### src/rtl/iob_master_ctrl.sv
// IOB-side bus master engine: takes one request from the FSB-side slave
// (IOREQ/IOACT handshake) and runs a complete 68000-style asynchronous bus
// cycle, including VPA/VMA cycles against a generated E clock, bus error
// termination and a wait-state watchdog. All outputs are registered so the
// strobes reach the I/O bus glitch-free.
module iob_master_ctrl #(
  parameter int unsigned TIMEOUT = 255
) (
  input  logic CLK,
  input  logic RST,
  input  logic IOREQ,
  input  logic IORW0,
  input  logic IOL0,
  input  logic IOU0,
  output logic IOACT,
  input  logic nDTACK,
  input  logic nVPA,
  input  logic nBERR,
  output logic E,
  output logic nVMA,
  output logic nAS,
  output logic nUDS,
  output logic nLDS,
  output logic IORW,
  output logic nDoutOE,
  output logic nDinLE,
  output logic IOERR
);

  typedef enum logic [3:0] {
    ST_IDLE, ST_S0, ST_S1, ST_S2, ST_S3, ST_S4, ST_S5, ST_S6, ST_S7, ST_VMA
  } state_t;

  localparam logic [7:0] TIMEOUT_CNT = 8'(TIMEOUT);

  state_t     state, state_n;
  logic       ioreq_s1, ioreq_r, dtack_r, vpa_r, berr_r;
  logic [3:0] ecnt, ecnt_n;
  logic [7:0] wait_cnt, wait_n;
  logic       arm, arm_n, rw, rw_n, lo, lo_n, up, up_n, err, err_n;
  logic       bus_on, strobe_on;
  logic       ioact_n, nas_n, nuds_n, nlds_n, iorw_n;
  logic       ndoutoe_n, ndinle_n, nvma_n, ioerr_n, e_n;

  // Synchronise the request and register the peripheral acknowledges once.
  always_ff @(posedge CLK) begin
    // NOTE: state is updated with non-blocking assignments so every flop
    // samples the pre-edge values, exactly like the hardware it describes.
    if (RST) begin
      ioreq_s1 <= 1'b0;
      ioreq_r  <= 1'b0;
      dtack_r  <= 1'b1;
      vpa_r    <= 1'b1;
      berr_r   <= 1'b1;
    end else begin
      ioreq_s1 <= IOREQ;
      ioreq_r  <= ioreq_s1;
      dtack_r  <= nDTACK;
      vpa_r    <= nVPA;
      berr_r   <= nBERR;
    end
  end

  // Next state, latched request fields and the next value of every output.
  always_comb begin
    // NOTE: every signal gets a default first so no path leaves one
    // unassigned, which would otherwise infer a latch.
    state_n = state;
    arm_n   = arm;
    rw_n    = rw;
    lo_n    = lo;
    up_n    = up;
    err_n   = err;
    wait_n  = wait_cnt;
    ecnt_n  = (ecnt == 4'd9) ? 4'd0 : ecnt + 4'd1;

    // Re-arm only once the request has been seen low, so one request
    // can never launch two cycles.
    if (!ioreq_r) arm_n = 1'b1;

    case (state)
      ST_IDLE: begin
        if (ioreq_r && arm) begin
          state_n = ST_S0;
          rw_n    = IORW0;
          lo_n    = IOL0;
          up_n    = IOU0;
        end
      end
      ST_S0: state_n = ST_S1;
      ST_S1: state_n = ST_S2;
      ST_S2: state_n = ST_S3;
      ST_S3: state_n = ST_S4;
      ST_S4: begin
        if (!berr_r) begin
          err_n   = 1'b1;
          state_n = ST_S5;
        end else if (!dtack_r) begin
          state_n = ST_S5;
        end else if (!vpa_r) begin
          state_n = ST_VMA;
        end else if (wait_cnt == TIMEOUT_CNT) begin
          err_n   = 1'b1;
          state_n = ST_S5;
        end else begin
          wait_n = (wait_cnt == 8'hFF) ? wait_cnt : wait_cnt + 8'd1;
        end
      end
      ST_VMA: begin
        // Leaving at Ecnt = 7 puts S5 on 8, S6 on 9 and S7 on the E fall.
        if (!berr_r) begin
          err_n   = 1'b1;
          state_n = ST_S5;
        end else if (!nVMA && ecnt == 4'd7) begin
          state_n = ST_S5;
        end
      end
      ST_S5:   state_n = ST_S6;
      ST_S6:   state_n = ST_S7;
      ST_S7:   state_n = ST_IDLE;
      default: state_n = ST_IDLE;
    endcase

    if (state_n == ST_S0) begin
      arm_n  = 1'b0;
      wait_n = 8'd0;
    end
    if (state_n == ST_IDLE) err_n = 1'b0;

    // Outputs follow the state being entered, so they change on that edge.
    bus_on    = state_n inside {ST_S2, ST_S3, ST_S4, ST_S5, ST_S6, ST_VMA};
    strobe_on = rw_n ? bus_on : (state_n inside {ST_S4, ST_S5, ST_S6, ST_VMA});
    ioact_n   = (state_n != ST_IDLE);
    nas_n     = ~bus_on;
    nuds_n    = ~(strobe_on & up_n);
    nlds_n    = ~(strobe_on & lo_n);
    iorw_n    = (state_n == ST_IDLE) ? 1'b1 : rw_n;
    ndoutoe_n = ~(~rw_n & (state_n inside {ST_S3, ST_S4, ST_S5, ST_S6, ST_S7, ST_VMA}));
    ndinle_n  = ~((state_n == ST_S6) & rw_n & ~err_n);
    ioerr_n   = (state_n == ST_S7) & err_n;
    e_n       = (ecnt_n >= 4'd6);

    // VMA asserts at Ecnt = 3 and holds through S6.
    if (state_n == ST_VMA && ecnt_n == 4'd3)
      nvma_n = 1'b0;
    else if (state_n inside {ST_VMA, ST_S5, ST_S6})
      nvma_n = nVMA;
    else
      nvma_n = 1'b1;
  end

  // State, request fields, counters and output registers.
  always_ff @(posedge CLK) begin
    if (RST) begin
      state    <= ST_IDLE;
      arm      <= 1'b1;
      rw       <= 1'b1;
      lo       <= 1'b0;
      up       <= 1'b0;
      err      <= 1'b0;
      wait_cnt <= 8'd0;
      ecnt     <= 4'd0;
      IOACT    <= 1'b0;
      nAS      <= 1'b1;
      nUDS     <= 1'b1;
      nLDS     <= 1'b1;
      IORW     <= 1'b1;
      nVMA     <= 1'b1;
      nDoutOE  <= 1'b1;
      nDinLE   <= 1'b1;
      IOERR    <= 1'b0;
      E        <= 1'b0;
    end else begin
      state    <= state_n;
      arm      <= arm_n;
      rw       <= rw_n;
      lo       <= lo_n;
      up       <= up_n;
      err      <= err_n;
      wait_cnt <= wait_n;
      ecnt     <= ecnt_n;
      IOACT    <= ioact_n;
      nAS      <= nas_n;
      nUDS     <= nuds_n;
      nLDS     <= nlds_n;
      IORW     <= iorw_n;
      nVMA     <= nvma_n;
      nDoutOE  <= ndoutoe_n;
      nDinLE   <= ndinle_n;
      IOERR    <= ioerr_n;
      E        <= e_n;
    end
  end

endmodule

### config.mk
export PLATFORM = sky130hd
export DESIGN_NAME = iob_master_ctrl
export DESIGN_NICKNAME = d
export VERILOG_FILES = /design/src/rtl/iob_master_ctrl.sv
export SDC_FILE = /design/constraint.sdc
export NUM_CORES = 1
export LEC_CHECK = 0
export CAP_MARGIN = 15
export CORE_ASPECT_RATIO = 0.75
export CORE_MARGIN = 2
export CORE_UTILIZATION = 42
export CTS_CLUSTER_SIZE = 10
export DETAILED_ROUTE_END_ITERATION = 16
export GPL_TIMING_DRIVEN = 0
export PLACE_DENSITY = 0.65
export REMOVE_ABC_BUFFERS = 1
export SYNTH_ARGS = -nofsm -noshare
export SYNTH_HDL_FRONTEND = slang
export SYNTH_SLANG_ARGS = --single-unit
### constraint.sdc
create_clock -name CLK -period 1.62 [get_ports CLK]
set_input_delay 0.324 -clock CLK [delete_from_list [all_inputs] [get_ports CLK]]
set_output_delay 0.324 -clock CLK [all_outputs]
set_load 0.005 [all_outputs]
---- Yosys cells after proc, flatten, opt, wreduce, memory -nomap -nowiden ----
Index checks and enable logic that the tools add are counted.
operators by class
  $add $sub $neg .......................... 2
  magnitude comparators ................... 1
  equality and inequality tests ........... 22
  mux-type cells .......................... 27
  bitwise gates (word level) .............. 14
  reduce and logical (&&, ||, !) cells .... 14
operators by type and width
  kind                                                                      number
  4-bit by 3-bit equality test with 1-bit output (second input constant)    9
  4-bit case mux with 9 select lines                                        1
  4-bit two-way mux                                                         8
  1-bit two-way mux                                                         17
  4-bit by 2-bit equality test with 1-bit output (second input constant)    4
  4-bit equality test (second input constant)                               4
  6-bit nonzero test                                                        2
  8-bit by 1-bit adder with 8-bit output (second input constant)            1
  4-bit by 1-bit equality test with 1-bit output (second input constant)    2
  8-bit equality test (second input constant)                               1
  4-bit zero test                                                           2
  1-bit inverter                                                            8
  4-bit nonzero test                                                        2
  1-bit AND                                                                 6
  5-bit AND reduction                                                       1
  4-bit by 1-bit adder with 4-bit output (second input constant)            1
  4-bit by 3-bit >= comparator with 1-bit output (second input constant)    1
  2-bit OR reduction                                                        2
  1-bit logical AND                                                         3
  3-bit nonzero test                                                        1
  2-bit by 1-bit inequality test with 1-bit output (second input constant)  1
  2-bit inequality test (second input constant)                             1
  1-bit case mux with 2 select lines                                        1
  1-bit zero test                                                           1
word-level totals
  register bits after elaboration ......... 36
  output and inout port bits .............. 10

---- Logic depth before layout (Yosys ltp) ----
  word-level depth ........................ 11
  gate-level depth with buffers ........... 6
  depth with buffers taken out ............ 6

---- Least setup slack after synthesis ----
Ideal clock, no wire load.
  path kind ............................... reg2reg
  start ................................... reg wait_cnt[0]
  end ..................................... reg err
  library setup time ...................... 0.126 ns
  arrival ................................. 1.562 ns
  required time ........................... 1.494 ns
  path slack .............................. -0.068 ns
  stages on the path, launching flop included .. 7
  buffers on the path ..................... 0
  period minus slack after synthesis ...... 1.688 ns
  cells stage by stage .................... dfxtp_1 > ha_1 > nand3_1 > nor4_1 > or3_1 > nor4_2 > nor2_1
between the ends
  word-level cells in the longest chain between the ends .. 8
  elaborated cells on any way between the ends .. 13
  those cells by class .................... eq/ne (1); mux (11); reduce/logical (1)
RTL lines
  item                                RTL line  text
  from (decl)                         39        logic [7:0] wait_cnt, wait_n;
  from (signal assigned)              180       wait_cnt <= wait_n;
  8-bit equality test *               102       end else if (wait_cnt == TIMEOUT_CNT) begin
  4-bit two-way mux                   102
  4-bit two-way mux                   100       end else if (!vpa_r) begin
  4-bit two-way mux                   98        end else if (!dtack_r) begin
  4-bit two-way mux                   95        if (!berr_r) begin
  4-bit case mux with 9 select lines  81        case (state)
  4-bit zero test                     128       if (state_n == ST_IDLE) err_n = 1'b0;
  1-bit two-way mux *                 128
  to (signal assigned)                179       err <= err_n;
  to (decl)                           40        logic arm, arm_n, rw, rw_n, lo, lo_n, up, up_n, err, err_n;
Mark *: on every way between the ends. The rest lies on a longest branch, timed or not.
A chain may end at the register's enable or synchronous reset.

---- Worst setup path in the final report ----
  start ................................... reg state[0]
  end ..................................... reg nLDS
between the ends
  word-level cells in the longest chain between the ends .. 10
  elaborated cells on any way between the ends .. 30
  those cells by class .................... eq/ne (14); mux (11); bitwise (2); reduce/logical (3)
RTL lines
  item                                                                          RTL line  text
  from (decl)                                                                   36        state_t state, state_n;
  from (signal assigned)                                                        174       state <= state_n;
  4-bit two-way mux                                                             102
  4-bit two-way mux                                                             100
  4-bit two-way mux                                                             98
  4-bit two-way mux                                                             95
  4-bit case mux with 9 select lines                                            81
  4-bit by 2-bit equality test with 1-bit output, or another cell as far along  131       bus_on = state_n inside {ST_S2, ST_S3, ST_S4, ST_S5, ST_S6, ST_VMA};
  6-bit nonzero test or 4-bit nonzero test (tied branches)                      131, 132
  1-bit two-way mux                                                             132       strobe_on = rw_n ? bus_on : (state_n inside {ST_S4, ST_S5, ST_S6, ST_VMA});
  1-bit AND *                                                                   136       nlds_n = ~(strobe_on & lo_n);
  1-bit inverter *                                                              136
  to (signal assigned)                                                          185       nLDS <= nlds_n;
  to (decl)                                                                     23        output logic nLDS,
Marked as above.

==> results <==
- The delay of the slowest critical-path stage is between 0.4 and 0.5 ns.
- Yosys attributes the largest share of cell area to sky130_fd_sc_hd__dfxtp_1 (44%), sky130_fd_sc_hd__nor2_1 (5.3%), sky130_fd_sc_hd__nand2b_1 (2.7%), sky130_fd_sc_hd__xnor2_1 (2.7%), sky130_fd_sc_hd__nand2_1 (2.1%).
- Compared with the post-synthesis result, the final layout area differs by 43.7%.
- The non-filler instance count after layout is ~260.
- Max-cap violations in this run came to 0.
- Of the available clock period, the critical path in the final layout requires 1.03.
- In the routed design, unresolved DRC markers number 0.
- The largest registers in the layout are wait_cnt x8, ecnt x4, state x4.
- The deepest level of the CTS H-tree is 2.
- The category of the critical setup timing path is reg2reg.
- The highest fanout seen on the critical path is 9.
- For this design the top-level I/O count stands at 19.
- The number of instances in the placed design is between 200 and 250.
- The async set-or-reset flop fraction in the synthesized netlist is 0.
- The region available for standard cell placement spans about 3700 um^2.
- Timing would allow up to 0.599 GHz.
- The via-per-instance ratio is 5.42.
- The critical path starts at state[0].
- Summing all placed instances gives a cell area of 1830 um^2.
- The effective utilization at floorplan is 0.442.
- The count of mapped cells out of synthesis is 173.
- The final layout contains routed wiring with a total length of 4280 um.
- The fraction of post-synthesis cell area in the top cell type by area is 0.443.
- In this run the cell area of the synthesized design comes to roughly 1600 um^2.
- The average cell area after synthesis is approximately 9.4 um^2.
- The number of antenna repair diodes is 0.
- The number of hold-slack violations in the final timing report was 0.
- IR analysis of the VDD net gives a maximum drop of 0.000505 V.
- The count of final max-slew check failures came to 0.
- The final routed wire length divided by cell count is ~16 um.
- The number of antenna violations at the first check in global routing is 0.
- The congestion estimate from routability-driven global placement came to 0.857.
- After detailed routing, no signal wire sits above met4.
- The nature of the critical path endpoint is a flop.
- The kind of cell with the highest combined delay along the critical path is simple AND/OR/NAND/NOR gates.
- The total grt overflow is 0.
- Setup repair after global routing could not meet its margin everywhere.
- The number of storage elements in the synthesis netlist is 36.
- The clock sink total is 36.
- Headroom to the max-slew limit came out at 0.539.
- The cell area after layout is roughly 2300 um^2.
- The most common flop cell mapped by yosys is sky130_fd_sc_hd__dfxtp_1.
- In this run the worst hold path is classified as reg2reg.
- Yosys mapped the design onto 49 distinct sky130hd cell types.
- The floorplan die area is approximately 4400 um^2.
- The routed wire length on met2 is approximately 2100 um.
- The checks that failed: setup timing.
- The die is 57.9 um tall.
- For this run, the detailed router's first-pass iteration total came to 4.
- For this block, the initial DRC count from the detailed router was 146.
- Walking the worst path, the cells encountered are nor4bb_2, o211ai_1, buf_4, o21ai_2, o32ai_4, nand2b_1.
- The critical path's slowest cell is sky130_fd_sc_hd__dfxtp_4.
- The first global-routing pass estimated roughly 6500 um of wire.
- The post-route clock skew is about 0.0062 ns.
- The net count of the finished layout is 221.
- At the worst endpoint, the arrival time is 1.85 ns.
- The via count of the first global-routing pass was 1343.
- The fraction of the yosys area taken by sequential cells is 0.443.
- The die is 75.9 um wide.
- The worst path in the final design needs a cycle of 1.67 ns, including I/O delays and setup.
- The power per standard cell area is between 800 and 900 nW/um^2.
- The worst register-to-register path begins at state[0].
- The ratio of cells with drive above 1 in the final layout is 0.365.
- The detailed-routed wire length on met3 is between 150 and 200 um.
- The buffers plus inverters on the worst setup path is 1.
- The static leakage is 0.814 nW.
- The total routing resource utilization after global routing is 0.202.
- The worst setup path is launched from a flop.
- The final-layout fill cell count is 280.
- The number of flip-flops in the largest register is 8.
- The TritonCTS clock tree is yes.
- Data on the critical path is required at its endpoint by 1.80 ns.
- After layout, the worst setup slack is -0.0503 ns.
- The largest total area in the synthesized netlist belongs to sky130_fd_sc_hd__dfxtp_1.
- The number of enable-type register cells in the synthesized netlist is 0.
- The slew at the pin with the worst max-slew slack is 0.692 ns.
- In this run the remaining antenna-violating nets after routing total 0.
- Clock tree synthesis selected as its root buffer the cell sky130_fd_sc_hd__clkbuf_8.
- The register bank with the most flops is wait_cnt.
- The HPWL after detailed placement is 2430 um.
- Setup violations remaining at the end of the flow were counted as 7.
- Hold timing on the final database bottoms out at a slack of around 0.44 ns.
- The run finished, with violations left.
- TritonCTS created 5 clock buffers.
- Summing all multi-input logic gate instances after layout gives 1080 um^2.
- The clock reaches the later pin of the worst-skew pair after 0.29 ns.
- Buffers inserted to repair hold after CTS numbered 0.
- The register area is 758 um^2.
- The worst hold path begins at ioreq_s1.
- The number of I/O port buffers is 18.
- The count of standard-cell rows is 19.
- The slack of the worst reg-to-reg path is -0.05 ns.
- The Yosys step of the flow raised 0 warnings.
- In this run the deepest clock path goes through 2 buffers.
- Entering global routing, the biggest net connects 20 pins.
- The post-CTS clock slew at the launch and capture registers of the worst setup and hold paths is 0.07 ns.
- The via count is 1426.
- After detailed routing, the wire length on met1 is 1950 um.
worst paths after layout:
kind,cells past startpoint,endpoint
max,6,nLDS
min,1,ioreq_r
max reg2reg,6,nLDS
min reg2reg,1,ioreq_r
area by class of cell:
| cell class | instances | share of cell area |
|---|---|---|
| Clock buffer | 6 | 0.0310 |
| Timing Repair Buffer | 38 | 0.142 |
| Tap cell | 52 | 0.0278 |
| Sequential cell | 36 | 0.324 |
| Inverter | 6 | 0.0112 |
| Multi-Input combinational cell | 124 | 0.461 |
| Clock inverter | 1 | 0.00214 |
layout by cell type, fill, tap and decap left out, types with 5 or more instances in the layout:
| cell | n |
|---|---|
| sky130_fd_sc_hd__a21oi_1 | 6 |
| sky130_fd_sc_hd__buf_4 | 19 |
| sky130_fd_sc_hd__clkbuf_8 | 5 |
| sky130_fd_sc_hd__clkdlybuf4s50_1 | 17 |
| sky130_fd_sc_hd__dfxtp_1 | 22 |
| sky130_fd_sc_hd__dfxtp_2 | 6 |
| sky130_fd_sc_hd__dfxtp_4 | 8 |
| sky130_fd_sc_hd__inv_1 | 5 |
| sky130_fd_sc_hd__nand2_1 | 7 |
| sky130_fd_sc_hd__nand2b_1 | 6 |
| sky130_fd_sc_hd__nand3_1 | 5 |
| sky130_fd_sc_hd__nor2_1 | 20 |
| sky130_fd_sc_hd__o21ai_0 | 6 |
| sky130_fd_sc_hd__xnor2_1 | 5 |
layer usage:
layer	track usage	vias to the layer above
met2	0.286	29
met5	0	-
met3	0.0487	8
met1	0.288	702
li1	-	687
met4	0.0927	0
logic make-up after synthesis:
family | count (synthesis) | synth area share
DFF | 36 | 0.443
buffers and inverters | 14 | 0.0423
adders and majority gates | 1 | 0.00769
and+or+nand+nor | 80 | 0.293
xor gates and xnor gates | 7 | 0.0377
AOI/OAI and AO/OA | 31 | 0.151
muxes | 4 | 0.0254
through the flow:
stage / util / setup TNS (ns) / power (mW) / setup slack [ns]
6_report: 0.635 / -0.152 / 1.94 / -0.0503
5_1_grt: 0.635 / -0.868 / 2.03 / -0.143
3_3_place_gp: 0.496 / -5.78 / 1.22 / -0.371
4_1_cts: 0.580 / -0.0865 / 1.89 / -0.0316
3_5_place_dp: 0.496 / -6.08 / 1.23 / -0.394
2_1_floorplan: - / -0.238 / 1.13 / -0.0677
synthesized netlist by cell type, drive strengths merged (5+ instances only):
master  number
a21oi        6
o21ai        8
nand3        6
nor3         5
xnor2        5
or2          5
buf          6
nand2        9
nand2b       7
dfxtp       36
inv          6
nor2        23
what timing repair did:
item                                    CTS  global route
pin swaps                                10            17
gates cloned                              1             0
endpoints found under the setup margin   19            17
gates resized for setup                  39            25
buffers inserted                          8            12
hold endpoints to repair                  0             0
where the power goes:
part           total [mW]  internal (mW)  leakage, nW  switching (mW)
clock network       0.595          0.292       0.0410           0.303
registers           0.977          0.921        0.301          0.0557
logic               0.371          0.200        0.472           0.171
Power figures use the tool's default switching activity.
